[src/rtl/param_priv_pipeline_controller_if.sv]
// Hazard-unit <-> pipeline controller bundle: per-stage status in,
// per-stage stall/flush out.
interface param_priv_pipeline_controller_if #(
    parameter int NUM_STAGES = 7,
    parameter int SW = $clog2(NUM_STAGES)
);
    logic [NUM_STAGES-1:0] stage_hazard;
    logic [NUM_STAGES-1:0] stage_valid;
    logic                  redirect_req;
    logic [SW-1:0]         redirect_stage;
    logic                  trap_req;
    logic                  solo_req;
    logic                  solo_retire;
    logic                  clog;
    logic [NUM_STAGES-1:0] stall;
    logic [NUM_STAGES-1:0] flush;

    modport master (
        output stage_hazard, stage_valid, redirect_req, redirect_stage,
        output trap_req, solo_req, solo_retire, clog,
        input  stall, flush
    );

    modport slave (
        input  stage_hazard, stage_valid, redirect_req, redirect_stage,
        input  trap_req, solo_req, solo_retire, clog,
        output stall, flush
    );
endinterface

[src/rtl/param_priv_pipeline_controller.sv]
// N-stage stall/flush controller with trap-flush and solo-drain FSMs.
// Optional perf counters enabled by defining PRIV_PIPE_PERF_EN.
module param_priv_pipeline_controller #(
    parameter int CORE              = 0,
    parameter int NUM_STAGES        = 7,
    parameter int SOLO_STAGE        = 2,
    parameter int TRAP_FLUSH_CYCLES = 2,
    parameter int SOLO_TIMEOUT      = 255,
    parameter int CNT_WIDTH         = 32
) (
    input  logic                 clock,
    input  logic                 reset,
    param_priv_pipeline_controller_if.slave pc,
    output logic [1:0]           state,
    output logic                 solo_timeout,
    output logic [CNT_WIDTH-1:0] stall_cycles,
    output logic [CNT_WIDTH-1:0] flush_cycles,
    output logic [CNT_WIDTH-1:0] solo_cycles
);
    localparam int SW = $clog2(NUM_STAGES);
    localparam int TW = $clog2(TRAP_FLUSH_CYCLES + 1);
    localparam int XW = $clog2(SOLO_TIMEOUT + 1);
    localparam logic [SW-1:0] LAST = SW'(NUM_STAGES - 1);

    typedef enum logic [1:0] {
        IDLE       = 2'd0,
        TRAP_FLUSH = 2'd1,
        SOLO_DRAIN = 2'd2,
        SOLO_EXEC  = 2'd3
    } state_t;

    state_t cur, nxt;
    logic [TW-1:0] tcnt, tcnt_n;
    logic [XW-1:0] xcnt, xcnt_n;
    logic          to_n;

    logic [SW-1:0]         rs;
    logic [NUM_STAGES-1:0] base_stall, rmask;
    logic [NUM_STAGES-1:0] stall_v, flush_v, force_f;
    logic                  solo_go, redir_ok, drain, older_empty;

    logic [31:0] unused_core;
    logic        unused_valid;
    assign unused_core  = 32'(CORE);
    assign unused_valid = ^pc.stage_valid[SOLO_STAGE:0];

    assign rs = (pc.redirect_stage > LAST) ? LAST : pc.redirect_stage;
    assign older_empty = pc.stage_valid[NUM_STAGES-1:SOLO_STAGE+1] == '0;

    always_comb begin
        logic acc;
        acc = 1'b0;
        for (int i = NUM_STAGES - 1; i >= 0; i--) begin
            acc           = acc | pc.stage_hazard[i];
            base_stall[i] = acc;
            rmask[i]      = SW'(i) < rs;
        end
    end

    // A drain redirect only counts when it kills stages past the solo slot.
    assign solo_go = (cur == IDLE) & pc.solo_req & ~pc.trap_req
                   & ~pc.redirect_req;
    assign redir_ok = pc.redirect_req & ((cur == IDLE) | (cur == SOLO_EXEC)
                    | ((cur == SOLO_DRAIN) & (rs > SW'(SOLO_STAGE))));
    assign drain = ((cur == SOLO_DRAIN) & ~redir_ok) | solo_go;

    always_comb begin
        stall_v    = base_stall;
        stall_v[0] = base_stall[0] & ~pc.clog;
        force_f    = '0;
        if (drain) begin
            for (int i = 0; i <= SOLO_STAGE; i++) stall_v[i] = 1'b1;
            force_f[SOLO_STAGE+1] = 1'b1;
        end
        if (cur == SOLO_EXEC) begin
            for (int i = 0; i < SOLO_STAGE; i++) stall_v[i] = 1'b1;
            if (xcnt != '0) force_f[SOLO_STAGE] = 1'b1;
        end
        if (redir_ok) begin
            stall_v = stall_v & ~rmask;
            force_f = force_f | rmask;
        end
        flush_v = force_f;
        for (int i = 0; i < NUM_STAGES - 1; i++)
            flush_v[i+1] = flush_v[i+1] | (stall_v[i] & ~stall_v[i+1]);
        if (!reset || pc.trap_req || cur == TRAP_FLUSH) begin
            stall_v = '0;
            flush_v = '1;
        end
    end

    assign pc.stall = stall_v;
    assign pc.flush = flush_v;

    always_comb begin
        nxt    = cur;
        tcnt_n = tcnt;
        xcnt_n = xcnt;
        to_n   = 1'b0;
        if (pc.trap_req) begin
            nxt    = TRAP_FLUSH;
            tcnt_n = TW'(TRAP_FLUSH_CYCLES);
        end else begin
            unique case (cur)
                IDLE: if (solo_go) nxt = SOLO_DRAIN;
                TRAP_FLUSH: begin
                    if (tcnt <= TW'(1)) nxt = IDLE;
                    else tcnt_n = tcnt - TW'(1);
                end
                SOLO_DRAIN: begin
                    if (redir_ok) begin
                        nxt = IDLE;
                    end else if (older_empty) begin
                        nxt    = SOLO_EXEC;
                        xcnt_n = '0;
                    end
                end
                SOLO_EXEC: begin
                    if (pc.solo_retire) begin
                        nxt = IDLE;
                    end else if (xcnt == XW'(SOLO_TIMEOUT - 1)) begin
                        nxt  = IDLE;
                        to_n = 1'b1;
                    end else begin
                        xcnt_n = xcnt + XW'(1);
                    end
                end
                default: nxt = IDLE;
            endcase
        end
    end

    always_ff @(posedge clock or negedge reset) begin
        if (!reset) begin
            cur          <= IDLE;
            tcnt         <= '0;
            xcnt         <= '0;
            solo_timeout <= 1'b0;
        end else begin
            cur          <= nxt;
            tcnt         <= tcnt_n;
            xcnt         <= xcnt_n;
            solo_timeout <= to_n;
        end
    end

    assign state = cur;

`ifdef PRIV_PIPE_PERF_EN
    always_ff @(posedge clock or negedge reset) begin
        if (!reset) begin
            stall_cycles <= '0;
            flush_cycles <= '0;
            solo_cycles  <= '0;
        end else begin
            if (|stall_v && stall_cycles != '1)
                stall_cycles <= stall_cycles + CNT_WIDTH'(1);
            if (|flush_v && flush_cycles != '1)
                flush_cycles <= flush_cycles + CNT_WIDTH'(1);
            if ((cur == SOLO_DRAIN || cur == SOLO_EXEC) && solo_cycles != '1)
                solo_cycles <= solo_cycles + CNT_WIDTH'(1);
        end
    end
`else
    assign stall_cycles = '0;
    assign flush_cycles = '0;
    assign solo_cycles  = '0;
`endif
endmodule
[src/flat_wrapper.sv]
// flat-port wrapper written by rule: the top's interface ports become plain ports
module param_priv_pipeline_controller_flat 
#(
    parameter int CORE              = 0,
    parameter int NUM_STAGES        = 7,
    parameter int SOLO_STAGE        = 2,
    parameter int TRAP_FLUSH_CYCLES = 2,
    parameter int SOLO_TIMEOUT      = 255,
    parameter int CNT_WIDTH         = 32
)
  (clock, reset, state, solo_timeout, stall_cycles, flush_cycles, solo_cycles, pc_stage_hazard, pc_stage_valid, pc_redirect_req, pc_redirect_stage, pc_trap_req, pc_solo_req, pc_solo_retire, pc_clog, pc_stall, pc_flush);
  param_priv_pipeline_controller_if #(.NUM_STAGES(NUM_STAGES)) pc_i ();
  input  logic clock;
  input  logic reset;
  output logic [1:0] state;
  output logic solo_timeout;
  output logic [CNT_WIDTH-1:0] stall_cycles;
  output logic [CNT_WIDTH-1:0] flush_cycles;
  output logic [CNT_WIDTH-1:0] solo_cycles;
  input wire logic [$bits(pc_i.stage_hazard)-1:0] pc_stage_hazard;
  input wire logic [$bits(pc_i.stage_valid)-1:0] pc_stage_valid;
  input wire logic [$bits(pc_i.redirect_req)-1:0] pc_redirect_req;
  input wire logic [$bits(pc_i.redirect_stage)-1:0] pc_redirect_stage;
  input wire logic [$bits(pc_i.trap_req)-1:0] pc_trap_req;
  input wire logic [$bits(pc_i.solo_req)-1:0] pc_solo_req;
  input wire logic [$bits(pc_i.solo_retire)-1:0] pc_solo_retire;
  input wire logic [$bits(pc_i.clog)-1:0] pc_clog;
  output wire logic [$bits(pc_i.stall)-1:0] pc_stall;
  output wire logic [$bits(pc_i.flush)-1:0] pc_flush;
  assign pc_i.stage_hazard = pc_stage_hazard;
  assign pc_i.stage_valid = pc_stage_valid;
  assign pc_i.redirect_req = pc_redirect_req;
  assign pc_i.redirect_stage = pc_redirect_stage;
  assign pc_i.trap_req = pc_trap_req;
  assign pc_i.solo_req = pc_solo_req;
  assign pc_i.solo_retire = pc_solo_retire;
  assign pc_i.clog = pc_clog;
  assign pc_stall = pc_i.stall;
  assign pc_flush = pc_i.flush;
  param_priv_pipeline_controller #(.CORE(CORE), .NUM_STAGES(NUM_STAGES), .SOLO_STAGE(SOLO_STAGE), .TRAP_FLUSH_CYCLES(TRAP_FLUSH_CYCLES), .SOLO_TIMEOUT(SOLO_TIMEOUT), .CNT_WIDTH(CNT_WIDTH)) u_core (.clock(clock), .reset(reset), .pc(pc_i), .state(state), .solo_timeout(solo_timeout), .stall_cycles(stall_cycles), .flush_cycles(flush_cycles), .solo_cycles(solo_cycles));
endmodule
[config.mk]
export PLATFORM = sky130hd
export DESIGN_NAME = param_priv_pipeline_controller_flat
export DESIGN_NICKNAME = d
export VERILOG_FILES = /design/src/rtl/param_priv_pipeline_controller_if.sv /design/src/rtl/param_priv_pipeline_controller.sv /design/src/flat_wrapper.sv
export SDC_FILE = /design/constraint.sdc
export NUM_CORES = 1
export LEC_CHECK = 0
export ABC_AREA = 1
export CORE_MARGIN = 4
export CORE_UTILIZATION = 39
export DETAILED_ROUTE_END_ITERATION = 16
export GPL_TIMING_DRIVEN = 0
export PLACE_DENSITY = 0.95
export SLEW_MARGIN = 20
export SYNTH_ARGS = -nofsm -noshare
export SYNTH_HDL_FRONTEND = slang
export SYNTH_SLANG_ARGS = --single-unit
[constraint.sdc]
create_clock -name clock -period 2.9 [get_ports clock]
set_clock_uncertainty 0.05 [all_clocks]
set_input_delay 0.29 -clock clock [delete_from_list [all_inputs] [get_ports clock]]
set_output_delay 0.29 -clock clock [all_outputs]
set_load 0.03 [all_outputs]
==> qor.csv, run 1 <==
metric,value,unit
status,finished clean,
cts_tree,done,
grt_pass1_vias,1764,
hold_violations,0,
drtIter0Drc,47,
synthFlopType,dfrtp_1,
area_growth,44.7,%
htreeDepth,1,
worstMarginPinSlew,0.621,ns
stdcell_area,2820,um^2
cts-root-buf,clkbuf_8,
wl_per_cell,9.40,um
cp.buffers_inverters,2,
numCtsBuffers,3,
vias_per_cell,3.77,
antenna_cells,0,
ys_seq_area_frac,0.167,
fmax,363,MHz
drc,0,
start_util,0.408,
crit_type,reg -> out,
power_density,450,nW/um^2
place_congestion,0.853,
period_share,0.950,
cp_cell_sequence,inv_1 -> ha_1 -> nand3_1 -> nand2_1 -> nand2_2 -> nor2_2 -> o21ai_0 -> nand2_1 -> nor2_1 -> clkdlybuf4s50_1,
top_level_ports,137,
start_kind,flop,
ys_types,30,
grt_first_pass_wirelength,7240,um
max-slew-margin-rel,0.586,
dieWidth,78.7,um
crit_arrival,2.42,ns
hp-class,in -> async,
crit_path_max_fanout,5,
cpMaxStageDelayCell,clkdlybuf4s50_1,
ys_seq_elements,13,
critPathRequiredTime,2.56,ns
ant_nets,0,
ctsHoldBuffers,0,
post-cts-setup-buffers,0,
grt.overflow.total,0,
leakagePower,0.00166,uW
die_h,78.7,um
cap_violations,0,
grt_usage,0.140,
crit_family,buffers and inverters,
syn_avg_cell_area,7.07,um^2
cp-end-kind,output pin,
fin_nets,446,
max_stage_delay,0.68,ns
yosys_warnings,0,
period_needed,2.76,ns
grt_max_degree,15,
antenna_found_initial,0,
clkTransAtPathRegs,0.06,ns
port_buffers,37,
synthArstFlopShare,1.00,
dieArea,6200,um^2
cts_num_sinks,13,
synth-edff-count,0,
place_area,2760,um^2
dpl.hpwl,3820,um
fillers,440,
rows,25,
clock_latency,0.25,ns
slew_viol_final,0,
clockBufferDepth,2,
crit_top_cell,nand2_1,
post_route_cells_drive_above_1_share,0.320,
setup_viol,0,
vdd_drop_max,302,uV
num_vias,1807,
syn-cell-area,1950,um^2
drt_pass1_iterations,4,
coreArea,4790,um^2
postSynthCellCount,276,
final_core_util,0.590,
wl,4500,um
-- power breakdown --
group          leakage (uW)  internal (uW)  switching [uW]
Clock             0.0000228           97.5            72.7
Combinational       0.00146            311             549
Sequential         0.000174            211            28.7
Total               0.00166            619             650
-- layer usage --
metal	up-vias	track usage	share of wire	wire length (um)
met2	81	0.252	0.52	2330
li1	952	-	-	-
met4	0	0.0559	0.018	79
met1	767	0.155	0.38	1690
met3	7	0.0374	0.088	394
met5	-	0	0	0
-- synth_stat cells (all sizes together), types with 3 or more instances --
| cell type | number | area share |
|---|---|---|
| buf | 98 | 0.38 |
| nand2 | 48 | 0.11 |
| inv | 27 | 0.052 |
| nor2 | 20 | 0.046 |
| o21ai | 20 | 0.061 |
| nand3 | 16 | 0.041 |
| dfrtp | 13 | 0.17 |
| ha | 9 | 0.058 |
| a21oi | 4 | 0.012 |
| or2 | 4 | 0.013 |
| nand3b | 3 | 0.012 |
-- area by class of cell --
cell class              count  area, um^2  share of cell area
clock buffers               4        45.0              0.0160
inverters                  27         101              0.0359
repair buffers             37         387               0.137
well taps                  67        83.8              0.0297
multi-input cells         233        1140               0.403
plain buffers              98         743               0.263
flip-flops and latches     13         325               0.115
-- placed cells by master, fill, tap and decap left out, drive strengths merged, types with 3 or more instances in the layout --
cell / n
buf: 98
conb: 96
nand2: 48
clkdlybuf4s50: 28
inv: 27
nor2: 20
o21ai: 20
nand3: 16
dfrtp: 13
ha: 9
dlymetal6s2s: 7
or2: 4
a21oi: 4
clkbuf: 4
nand3b: 3
-- flip-flops by register name (all words and copies together), names as in the netlist --
signal / flops
u_core.tcnt: 2
u_core.solo_timeout: 1
u_core.xcnt: 8
u_core.state: 2
-- repair_timing --
action | CTS | global route
resized for setup | 2 | 8
endpoints found under the setup margin | 9 | 8
gates cloned | 0 | 0
-- path summary, 6_finish.rpt --
| path | startpoint | endpoint | slack [ns] | depth (start not counted) |
|---|---|---|---|---|
| min in group clock | u_core.tcnt[0] | u_core.tcnt[0] | 0.43 | 1 |
| max in group asynchronous | reset | u_core.xcnt[1] | 2.32 | 1 |
| min | reset | u_core.xcnt[5] | 0.08 | 1 |
| min reg2reg | u_core.tcnt[0] | u_core.tcnt[0] | 0.43 | 1 |
| max | u_core.state[0] | pc_stall[4] | 0.14 | 10 |
| max reg2reg | u_core.state[0] | u_core.xcnt[3] | 1.16 | 8 |
-- logic make-up after synthesis --
logic type                 count (synthesis)  synth area share
DFF                                       13             0.167
other                                      1           0.00192
and+or+nand+nor                           99             0.248
AOI/OAI and AO/OA                         27            0.0834
adders and majority gates                  9            0.0577
xor gates and xnor gates                   2           0.00898
buffers and inverters                    125             0.433
-- metrics by stage --
| step | instances | setup TNS (ns) | hold slack [ns] | setup WS [ns] | total power (uW) |
|---|---|---|---|---|---|
| final | 479 | 0 | 0.0780 | 0.144 | 1270 |
| after global routing | 479 | -0.00305 | 0.126 | -0.00305 | 1360 |
| after CTS | 479 | 0 | 0.138 | 0.0263 | 1280 |
| after detailed placement | 475 | -0.491 | 0.431 | -0.123 | 1100 |
| after global placement | 475 | -0.258 | 0.411 | -0.101 | 1080 |
| after floorplan | 371 | 0 | -0.0556 | 0.487 | 902 |
No activity file was read; power rests on OpenSTA's default activity.
==> inputs of run 2 (changes only) <==
--- a/config.mk
+++ b/config.mk
@@ -8,6 +8,7 @@
 export ABC_AREA = 1
 export CORE_MARGIN = 4
 export CORE_UTILIZATION = 39
+export CTS_CLUSTER_DIAMETER = 200
 export DETAILED_ROUTE_END_ITERATION = 16
 export GPL_TIMING_DRIVEN = 0
 export PLACE_DENSITY = 0.95
==> results of run 2 <==
Same layout as run 1: the final DEF is identical, and so are final timing and power.
==> inputs of run 3 (changes only) <==
--- a/config.mk
+++ b/config.mk
@@ -6,12 +6,14 @@
 export NUM_CORES = 1
 export LEC_CHECK = 0
 export ABC_AREA = 1
+export CORE_ASPECT_RATIO = 2
 export CORE_MARGIN = 4
 export CORE_UTILIZATION = 39
 export CTS_CLUSTER_DIAMETER = 200
 export DETAILED_ROUTE_END_ITERATION = 16
 export GPL_TIMING_DRIVEN = 0
 export PLACE_DENSITY = 0.95
+export SKIP_LAST_GASP = 1
 export SLEW_MARGIN = 20
 export SYNTH_ARGS = -nofsm -noshare
 export SYNTH_HDL_FRONTEND = slang
==> run 3 against run 2 <==
  * Worst setup slack lost 0.0082 ns
  * Clock power is 4% lower
  * Sequential power barely moved
==> qor.csv, run 3 (same netlist as run 1, synthesis figures left out) <==
metric,value,unit,change
place_area,2750,um^2,was 2760 um^2
final_cell_mix,"97 x buf_4, 96 x conb_1, 37 x nand2_1",,unchanged
setup_viol,0,,unchanged
grt.overflow.total,0,,unchanged
period_share,0.953,,was 0.950
leakagePower,0.00168,uW,was 0.00166 uW
antenna_found_initial,0,,unchanged
start_util,0.401,,was 0.408
clock_latency,0.24,ns,was 0.25 ns
slew_viol_final,0,,unchanged
hold_ws,0.0998,ns,was 0.0780 ns
largest-register,u_core.xcnt,,unchanged
critPathRequiredTime,2.56,ns,about the same
antenna_cells,0,,unchanged
place_congestion,0.843,,was 0.853
drt_pass1_iterations,4,,unchanged
numCtsBuffers,3,,unchanged
cts-root-buf,clkbuf_8,,unchanged
die_h,108,um,was 78.7 um
hold_violations,0,,unchanged
status,finished clean,,unchanged
fin_tns_setup,0,ns,unchanged
wl_per_cell,9.85,um,was 9.40 um
coreArea,4860,um^2,was 4790 um^2
area_growth,44.1,%,was 44.7%
wl,4620,um,was 4500 um
layout_commonest_cell,buf_4,,unchanged
reg2reg_slack,1.11,ns,was 1.16 ns
cp-end-kind,output pin,,unchanged
grt_max_degree,15,,unchanged
start_kind,flop,,unchanged
stdcell_area,2810,um^2,was 2820 um^2
vias_per_cell,3.97,,was 3.77
max-slew-margin-rel,0.567,,was 0.586
port_buffers,37,,unchanged
multi_input_area,1140,um^2,unchanged
num_vias,1861,,was 1807
r2r-start,u_core.state[0],,unchanged
grt_usage,0.140,,about the same
fin_nets,446,,unchanged
fmax,362,MHz,was 363 MHz
cts_num_sinks,13,,unchanged
crit_type,reg -> out,,unchanged
drc,0,,unchanged
post-cts-setup-buffers,0,,unchanged
worstReg2RegEnd,u_core.xcnt[0],,was u_core.xcnt[3]
rr_worst_depth,8,,unchanged
post_route_cells_drive_above_1_share,0.320,,unchanged
drtIter0Drc,28,,was 47
grt_pass1_vias,1774,,was 1764
vdd_drop_max,358,uV,was 302 uV
rsz0062_at_grt,no,,
dpl.hpwl,4020,um,was 3820 um
hp-class,in -> async,,unchanged
ant_nets,0,,unchanged
clockBufferDepth,2,,unchanged
cap_violations,0,,unchanged
rows,36,,was 25
top_level_ports,137,,unchanged
crit_path_max_fanout,5,,unchanged
cts_tree,done,,unchanged
crit_arrival,2.42,ns,about the same
dieArea,6270,um^2,was 6200 um^2
worstMarginPinSlew,0.649,ns,was 0.621 ns
htreeDepth,1,,unchanged
grt_first_pass_wirelength,7120,um,was 7240 um
dieWidth,58.0,um,was 78.7 um
regArea,325,um^2,unchanged
clkTransAtPathRegs,0.06,ns,about the same
period_needed,2.76,ns,about the same
power_density,451,nW/um^2,was 450 nW/um^2
fillers,452,,was 440
largest_reg_flops,8,,unchanged
-- run 3: cell types whose count changed in the layout (fill, tap and decap cells not counted), sizes merged --
cell           delta
clkdlybuf4s50     -2
dlygate4sd2       +1
dlymetal6s2s      +1
-- run 3: worst max-delay path, stage by stage, from the launching register on --
cell and delay (ns):
dfrtp_1 0.44, inv_1 0.14, ha_1 0.26, nand3_1 0.15
a21oi_2 0.22, o21ai_0 0.18, nand2_1 0.12, clkdlybuf4s50_1 0.68
-- run 3: what timing repair did --
| item | in CTS | in global routing |
|---|---|---|
| hold buffers | 0 | 0 |
| gates resized for setup | 3 | 9 |
| endpoints found under the setup margin | 8 | 10 |
-- run 3: where the power goes --
part / switching, uW / leakage [uW] / total [uW] / internal [uW]
sequential: 29.7 / 0.000174 / 241 / 211
combinational: 553 / 0.00149 / 863 / 310
clock: 65.9 / 0.0000228 / 163 / 97.1
total: 649 / 0.00168 / 1270 / 618
-- run 3: how the worst max path moves through the flow --
| stage | slack (ns) | depth (start not counted) | endpoint | startpoint |
|---|---|---|---|---|
| after floorplan | 0.49 | 9 | pc_flush[6] | u_core.state[0] |
| after detailed placement | -0.13 | 7 | pc_flush[2] | reset |
| after global routing | 0.006 | 6 | pc_stall[5] | reset |
| after global placement | -0.13 | 7 | pc_flush[2] | reset |
| final | 0.14 | 7 | pc_flush[0] | u_core.state[0] |
| after CTS | 0.002 | 11 | pc_flush[5] | u_core.state[0] |
-- run 3: area by class of cell --
cell class / count / share of cell area
Buffer: 98 / 0.264
Multi-Input combinational cell: 233 / 0.405
Timing Repair Buffer: 37 / 0.138
Sequential cell: 13 / 0.116
Tap cell: 57 / 0.0254
Clock buffer: 4 / 0.0160
Inverter: 27 / 0.0360
-- run 3: through the flow --
step / utilization / setup WS [ns] / power (uW) / instances
floorplan: - / 0.487 / 902 / 371
global placement: 0.565 / -0.130 / 1090 / 465
detailed placement: 0.565 / -0.125 / 1110 / 465
CTS: 0.574 / 0.00236 / 1270 / 469
global route: 0.578 / 0.00587 / 1360 / 469
finish: 0.578 / 0.136 / 1270 / 469
-- run 3: layer usage --
layer  global-route usage  up-vias  wire, um
met3               0.0454       15       639
li1                     -      945         -
met2                0.263      133      2370
met5                    0        -         0
met4               0.0531        0       143
met1                0.138      768      1470
